File: src/rtl/fp_multiply_sequencer_if.sv
// Handshake bundle for the FP multiply sequencer.
//   in_valid/in_ready/in_a/in_b          : operand-pair request channel
//   out_valid/out_ready/out_result/flags : result channel, flags = {invalid, overflow, underflow, inexact}
// master = operand producer / result consumer, slave = the sequencer.
interface fp_multiply_sequencer_if;
  logic        in_valid;
  logic        in_ready;
  logic [31:0] in_a;
  logic [31:0] in_b;
  logic        out_valid;
  logic        out_ready;
  logic [31:0] out_result;
  logic [3:0]  out_flags;

  modport master (
    output in_valid, in_a, in_b, out_ready,
    input  in_ready, out_valid, out_result, out_flags
  );

  modport slave (
    input  in_valid, in_a, in_b, out_ready,
    output in_ready, out_valid, out_result, out_flags
  );
endinterface

File: src/rtl/fp_multiply_sequencer.sv
// Multi-cycle IEEE-754 single-precision multiplier (truncating, denormals flushed).
// Ports:
//   clk   : rising-edge clock
//   reset : synchronous active-high reset
//   bus   : operand/result handshake (slave side of fp_multiply_sequencer_if)
//   busy  : high whenever the sequencer is not IDLE
module fp_multiply_sequencer #(
  parameter int unsigned BITS_PER_CYCLE = 1,
  parameter int unsigned BIAS           = 127
) (
  input  logic                          clk,
  input  logic                          reset,
  fp_multiply_sequencer_if.slave        bus,
  output logic                          busy
);

  localparam int unsigned MULT_CYCLES = 24 / BITS_PER_CYCLE;
  localparam int unsigned CNT_W       = 5;
  localparam int unsigned ACC_W       = 48;

  typedef enum logic [2:0] {IDLE, MULT, NORM, PACK, DONE} state_t;

  state_t state_q, state_d;

  logic        in_ready_q, in_ready_d;
  logic        out_valid_q, out_valid_d;
  logic        busy_q, busy_d;

  logic [ACC_W-1:0] acc_q, acc_d;
  logic [ACC_W-1:0] mcand_q, mcand_d;
  logic [23:0]      mplier_q, mplier_d;
  logic [CNT_W-1:0] cnt_q, cnt_d;
  logic             sign_q, sign_d;
  logic [7:0]       ea_q, ea_d;
  logic [7:0]       eb_q, eb_d;
  logic signed [9:0] e_q, e_d;
  logic [22:0]      mant_q, mant_d;
  logic             inexact_q, inexact_d;
  logic             special_q, special_d;
  logic [31:0]      spec_res_q, spec_res_d;
  logic [3:0]       spec_flags_q, spec_flags_d;
  logic [31:0]      out_result_q, out_result_d;
  logic [3:0]       out_flags_q, out_flags_d;

  // Operand classification, evaluated combinationally on the live inputs.
  logic       accept_c;
  logic [7:0] a_exp_c, b_exp_c;
  logic       a_zero_c, b_zero_c, a_inf_c, b_inf_c, a_nan_c, b_nan_c;
  logic       special_c;
  logic       sign_c;

  always_comb begin
    accept_c = bus.in_valid & in_ready_q;
    a_exp_c  = bus.in_a[30:23];
    b_exp_c  = bus.in_b[30:23];
    sign_c   = bus.in_a[31] ^ bus.in_b[31];
    a_zero_c = (a_exp_c == 8'h00);
    b_zero_c = (b_exp_c == 8'h00);
    a_inf_c  = (a_exp_c == 8'hFF) && (bus.in_a[22:0] == 23'd0);
    b_inf_c  = (b_exp_c == 8'hFF) && (bus.in_b[22:0] == 23'd0);
    a_nan_c  = (a_exp_c == 8'hFF) && (bus.in_a[22:0] != 23'd0);
    b_nan_c  = (b_exp_c == 8'hFF) && (bus.in_b[22:0] != 23'd0);
    special_c = a_zero_c | b_zero_c | a_inf_c | b_inf_c | a_nan_c | b_nan_c;
  end

  // Sum of multiplicand copies selected by the current multiplier digit.
  logic [ACC_W-1:0] partial_c;
  always_comb begin
    partial_c = '0;
    for (int i = 0; i < int'(BITS_PER_CYCLE); i++) begin
      if (mplier_q[i]) partial_c = partial_c + (mcand_q << i);
    end
  end

  // State register plus registered handshake/status outputs.
  always_ff @(posedge clk) begin
    if (reset) begin
      state_q     <= IDLE;
      in_ready_q  <= 1'b1;
      out_valid_q <= 1'b0;
      busy_q      <= 1'b0;
    end else begin
      state_q     <= state_d;
      in_ready_q  <= in_ready_d;
      out_valid_q <= out_valid_d;
      busy_q      <= busy_d;
    end
  end

  // Next-state logic.
  always_comb begin
    state_d = state_q;
    case (state_q)
      IDLE: if (accept_c) state_d = special_c ? PACK : MULT;
      MULT: if (cnt_q == CNT_W'(MULT_CYCLES - 1)) state_d = NORM;
      NORM: state_d = PACK;
      PACK: state_d = DONE;
      DONE: if (bus.out_ready) state_d = IDLE;
      default: state_d = IDLE;
    endcase
  end

  // Output decode from the next state so the flops reflect the state they accompany.
  always_comb begin
    in_ready_d  = 1'b0;
    out_valid_d = 1'b0;
    busy_d      = 1'b1;
    if (state_d == IDLE) begin
      in_ready_d = 1'b1;
      busy_d     = 1'b0;
    end
    if (state_d == DONE) out_valid_d = 1'b1;
  end

  // Datapath next values.
  always_comb begin
    acc_d        = acc_q;
    mcand_d      = mcand_q;
    mplier_d     = mplier_q;
    cnt_d        = cnt_q;
    sign_d       = sign_q;
    ea_d         = ea_q;
    eb_d         = eb_q;
    e_d          = e_q;
    mant_d       = mant_q;
    inexact_d    = inexact_q;
    special_d    = special_q;
    spec_res_d   = spec_res_q;
    spec_flags_d = spec_flags_q;
    out_result_d = out_result_q;
    out_flags_d  = out_flags_q;
    case (state_q)
      IDLE: begin
        if (accept_c) begin
          sign_d       = sign_c;
          ea_d         = a_exp_c;
          eb_d         = b_exp_c;
          mplier_d     = {1'b1, bus.in_a[22:0]};
          mcand_d      = {24'd0, 1'b1, bus.in_b[22:0]};
          acc_d        = '0;
          cnt_d        = '0;
          special_d    = special_c;
          spec_flags_d = 4'b0000;
          if (a_nan_c | b_nan_c | (a_zero_c & b_inf_c) | (a_inf_c & b_zero_c)) begin
            spec_res_d   = 32'h7FC0_0000;
            spec_flags_d = 4'b1000;
          end else if (a_inf_c | b_inf_c) begin
            spec_res_d = {sign_c, 8'hFF, 23'd0};
          end else begin
            spec_res_d = {sign_c, 31'd0};
          end
        end
      end
      MULT: begin
        acc_d    = acc_q + partial_c;
        mcand_d  = mcand_q << BITS_PER_CYCLE;
        mplier_d = mplier_q >> BITS_PER_CYCLE;
        cnt_d    = cnt_q + CNT_W'(1);
      end
      NORM: begin
        // Product of two [1,2) mantissas lies in [1,4): at most one shift needed.
        e_d = 10'(ea_q) + 10'(eb_q) - 10'(BIAS);
        if (acc_q[47]) begin
          mant_d    = acc_q[46:24];
          inexact_d = |acc_q[23:0];
          e_d       = e_d + 10'sd1;
        end else begin
          mant_d    = acc_q[45:23];
          inexact_d = |acc_q[22:0];
        end
      end
      PACK: begin
        if (special_q) begin
          out_result_d = spec_res_q;
          out_flags_d  = spec_flags_q;
        end else if (e_q >= 10'sd255) begin
          out_result_d = {sign_q, 8'hFF, 23'd0};
          out_flags_d  = 4'b0101;
        end else if (e_q <= 10'sd0) begin
          out_result_d = {sign_q, 31'd0};
          out_flags_d  = 4'b0011;
        end else begin
          out_result_d = {sign_q, e_q[7:0], mant_q};
          out_flags_d  = {3'b000, inexact_q};
        end
      end
      default: ;
    endcase
  end

  // Datapath registers.
  always_ff @(posedge clk) begin
    if (reset) begin
      acc_q        <= '0;
      mcand_q      <= '0;
      mplier_q     <= '0;
      cnt_q        <= '0;
      sign_q       <= 1'b0;
      ea_q         <= '0;
      eb_q         <= '0;
      e_q          <= '0;
      mant_q       <= '0;
      inexact_q    <= 1'b0;
      special_q    <= 1'b0;
      spec_res_q   <= '0;
      spec_flags_q <= '0;
      out_result_q <= '0;
      out_flags_q  <= '0;
    end else begin
      acc_q        <= acc_d;
      mcand_q      <= mcand_d;
      mplier_q     <= mplier_d;
      cnt_q        <= cnt_d;
      sign_q       <= sign_d;
      ea_q         <= ea_d;
      eb_q         <= eb_d;
      e_q          <= e_d;
      mant_q       <= mant_d;
      inexact_q    <= inexact_d;
      special_q    <= special_d;
      spec_res_q   <= spec_res_d;
      spec_flags_q <= spec_flags_d;
      out_result_q <= out_result_d;
      out_flags_q  <= out_flags_d;
    end
  end

  assign bus.in_ready   = in_ready_q;
  assign bus.out_valid  = out_valid_q;
  assign bus.out_result = out_result_q;
  assign bus.out_flags  = out_flags_q;
  assign busy           = busy_q;

endmodule

File: src/flat_wrapper.sv
// flat-port wrapper written by rule: the top's interface ports become plain ports
module fp_multiply_sequencer_flat 
#(
  parameter int unsigned BITS_PER_CYCLE = 1,
  parameter int unsigned BIAS           = 127
)
  (clk, reset, busy, bus_in_valid, bus_in_a, bus_in_b, bus_out_ready, bus_in_ready, bus_out_valid, bus_out_result, bus_out_flags);
  fp_multiply_sequencer_if bus_i ();
  input  logic clk;
  input  logic reset;
  output logic busy;
  input wire logic [$bits(bus_i.in_valid)-1:0] bus_in_valid;
  input wire logic [$bits(bus_i.in_a)-1:0] bus_in_a;
  input wire logic [$bits(bus_i.in_b)-1:0] bus_in_b;
  input wire logic [$bits(bus_i.out_ready)-1:0] bus_out_ready;
  output wire logic [$bits(bus_i.in_ready)-1:0] bus_in_ready;
  output wire logic [$bits(bus_i.out_valid)-1:0] bus_out_valid;
  output wire logic [$bits(bus_i.out_result)-1:0] bus_out_result;
  output wire logic [$bits(bus_i.out_flags)-1:0] bus_out_flags;
  assign bus_i.in_valid = bus_in_valid;
  assign bus_i.in_a = bus_in_a;
  assign bus_i.in_b = bus_in_b;
  assign bus_i.out_ready = bus_out_ready;
  assign bus_in_ready = bus_i.in_ready;
  assign bus_out_valid = bus_i.out_valid;
  assign bus_out_result = bus_i.out_result;
  assign bus_out_flags = bus_i.out_flags;
  fp_multiply_sequencer #(.BITS_PER_CYCLE(BITS_PER_CYCLE), .BIAS(BIAS)) u_core (.clk(clk), .reset(reset), .bus(bus_i), .busy(busy));
endmodule
File: config.mk
export PLATFORM = sky130hd
export DESIGN_NAME = fp_multiply_sequencer_flat
export DESIGN_NICKNAME = d
export VERILOG_FILES = /design/src/rtl/fp_multiply_sequencer_if.sv /design/src/rtl/fp_multiply_sequencer.sv /design/src/flat_wrapper.sv
export SDC_FILE = /design/constraint.sdc
export NUM_CORES = 1
export LEC_CHECK = 0
export CORE_MARGIN = 10
export CORE_UTILIZATION = 59
export DETAILED_ROUTE_END_ITERATION = 8
export PLACE_DENSITY = 0.91
export RECOVER_POWER = 25
export SLEW_MARGIN = 5
export SYNTH_ARGS = -nofsm -noshare
export SYNTH_HDL_FRONTEND = slang
export SYNTH_SLANG_ARGS = --single-unit
File: constraint.sdc
create_clock -name clk -period 4.3 [get_ports clk]
set_input_delay 0.43 -clock clk [delete_from_list [all_inputs] [get_ports clk]]
set_output_delay 0.43 -clock clk [all_outputs]
set_load 0.03 [all_outputs]
==> results.yml <==
detailed_routing:
  route.vias.total: 11600
  drc: 0
  wl_microns: 31800
  avgRoutedWirePerCell_microns: 16.9
  drt_first_iter_violations: 1115
  drt_first_pass_iters: 5
  viasPerCell: 6.15
  antenna_left: 0
worst_setup_path:
  path_delay_family: "compound AO/OA/AOI/OAI gates"
  crit_fanout: 49
  worstPathArrival_ps: 4060
  slowest_delay_ps: 430
  reg2reg_slack_ps: 710
  worst-setup-path-type: "flop to flop"
  endpoint_kind: "flop"
  slowest_stage: "or4_1"
  crit_buf_inv: 2
  path_cells: "buf_4 -> and2_1 -> ha_1 -> inv_1 -> fa_1 -> nor2b_1 -> o211ai_1 -> a21oi_1 -> nand4b_1 -> a211oi_1 -> a21boi_2 -> a21oi_1 -> or4_1 -> nand3_1"
  cp-start-kind: "flop"
  worst_path_most_repeated_cell: "a21oi_1"
  cp.required_ps: 4780
flow_run:
  maxCapViolCount: 3
grt:
  grt_pass1_vias: 11000
  grt_max_degree: 81
  track_usage: 0.231
  antenna_found_initial: 0
  grt_overflow_total: 0
  grt_pass1_wl_microns: 53600
placement:
  finalWeightedCongestion: 0.951
  numPortBuffers: 106
  place_area_sq_um: 13200
  dp_hpwl_microns: 22000
  dp.cells: 1835
yosys:
  yosys.area_share.simple: 0.249
  synth-seq-area-share: 0.366
  synthFlopType: "dfxtp_1"
  synth_area_sq_um: 12100
  synth_cells: 1554
  synth_commonest_cells: "253 x nand2_1, 222 x dfxtp_1, 167 x nor2_1, 143 x a21oi_1, 92 x clkbuf_1"
  synth_area_leader_cell: "dfxtp_1"
  synth-compound-area-share: 0.219
  synth_top_area_frac: 0.366
  synthArstFlopShare: 0
  synth.area.top_cells: "dfxtp_1 37%, nand2_1 7.8%, ha_1 6.1%"
  syn_avg_cell_area_sq_um: 7.81
  post_synth_fa_ha_maj_area_fraction: 0.0641
  syn-num-nets: 1683
  synth_most_common_cell: "nand2_1"
  synth_edf_count: 0
  synth_cell_types: 66
  ys_warn_count: 0
  muxShareOfSynthArea: 0.0231
  synth_top_family_by_area: "simple AND/OR/NAND/NOR gates"
  synth_xor_area_frac: 0.0409
  synth-seq-cells: 222
floorplanning:
  dieArea_sq_um: 26700
  die_y_microns: 163
  die_w_microns: 163
  rows: 52
  ioPinCount: 107
  initial_core_util: 0.600
  core_sq_um: 20200
clocking:
  clk_root_buffer_cell: "clkbuf_16"
  cts_tree: "built"
  cts_sinks: 222
  insertion_delay_ps: 540
  htree_num_levels: 1
  post_cts_buffers: 0
  holdBufCountCts: 0
  clk_path_buf_depth: 3
  clk_pin_slew_ps: 70
  cts_buffers: 24
  cts_repair_resize_count: 0
run_status:
  status: "finished, violations left"
  violations: "max-capacitance violations, max-slew violations"
timing:
  tns_ps: 0
  fin_crit_sh: 0.834
  slew_violations: 149
  worstMarginPinSlew_ps: 2720
  finalSetupViolations: 0
  fmax_ghz: 0.279
  hold_viol: 0
  post-route-min-period_ps: 3590
  rsz0062_at_grt: "false"
  hold_slack_ps: 342
  fin_worst_skew_ps: 27.9
  max-slew-margin-rel: -0.815
final_layout:
  drive_gt1_frac: 0.0379
  fin_area_sq_um: 14100
  post-route-util: 0.695
  syn_to_final_growth_pct: 15.9
  final_nets: 1720
  n_antenna_cell: 0
  regArea_sq_um: 4440
  multi_input_area_sq_um: 7250
  final.fill_count: 1556
  layout.cells.non_filler: 1879
pwr:
  p_per_area_nw_per_um2: 352
  vdd_ir_drop_max_uv: 284
  leakagePower_nw: 5.45
hold_path:
  hp-class: "primary input to flop"
[report_power, final]
group / internal [mW] / switching [mW] / total (mW)
clock: 1.26 / 0.902 / 2.16
combinational: 0.211 / 0.372 / 0.583
sequential: 2.14 / 0.0582 / 2.20
[flip-flops by register name (all words and copies together) (netlist names)]
signal                 cells
u_core.bus.out_valid       1
u_core.cnt_q               5
u_core.mcand_q            48
u_core.state_q             3
u_core.bus.in_ready        1
u_core.special_q           1
u_core.busy                1
u_core.e_q                10
u_core.ea_q                8
u_core.spec_res_q          3
u_core.eb_q                8
u_core.inexact_q           1
u_core.bus.out_result     32
u_core.mant_q             23
u_core.acc_q              48
u_core.mplier_q           24
u_core.bus.out_flags       4
u_core.sign_q              1
[path summary, 6_finish.rpt]
path,from,end,cells past startpoint
max,u_core.mplier_q[0],u_core.acc_q[46],14
max reg2reg,u_core.mplier_q[0],u_core.acc_q[46],14
min reg2reg,u_core.mcand_q[31],u_core.mcand_q[32],2
min,reset,u_core.bus.out_result[21],2
[area by class of cell]
class	instances	share of cell area
flip-flops and latches	222	0.316
well taps	270	0.0240
clock buffers	27	0.0449
repair buffers	118	0.0814
multi-input cells	1212	0.516
inverters	13	0.00347
clock inverters	17	0.0146
[cell usage in the layout (no fill, tap or decap), types with 28 or more instances in the layout]
master             n
nand2_1          253
dfxtp_1          222
nor2_1           167
a21oi_1          143
clkdlybuf4s50_1   73
nand3_1           70
ha_1              59
and2_1            56
a311oi_1          49
a211oi_1          37
a21o_1            32
o21ai_0           32
a22oi_1           32
dlygate4sd3_1     32
xor2_1            28
mux2i_1           28
[through the flow]
stage	setup slack, ps	power (mW)
final	715	4.95
after global routing	381	5.12
after floorplan	1240	2.62
after global placement	847	2.80
after detailed placement	731	2.82
after CTS	733	4.96
[kinds of logic after synthesis]
group,count (synthesis)
AO/OA/AOI/OAI,406
XOR/XNOR,55
adder cells (fa/ha/maj),61
buffers and inverters,120
flip-flops,222
multiplexers,28
AND/OR/NAND/NOR,662
[per-layer routing]
metal  vias to the layer above  share of wire  wire [microns]  global-route usage
met1                      5467           0.44           14200               0.305
met5                         -              0               0                   0
met4                         0          0.025             794              0.0680
met2                       376           0.47           14900               0.386
li1                       5644              -               -                   -
met3                        76          0.063            1990              0.0305
Note: power is estimated with default switching activity, not from simulation.
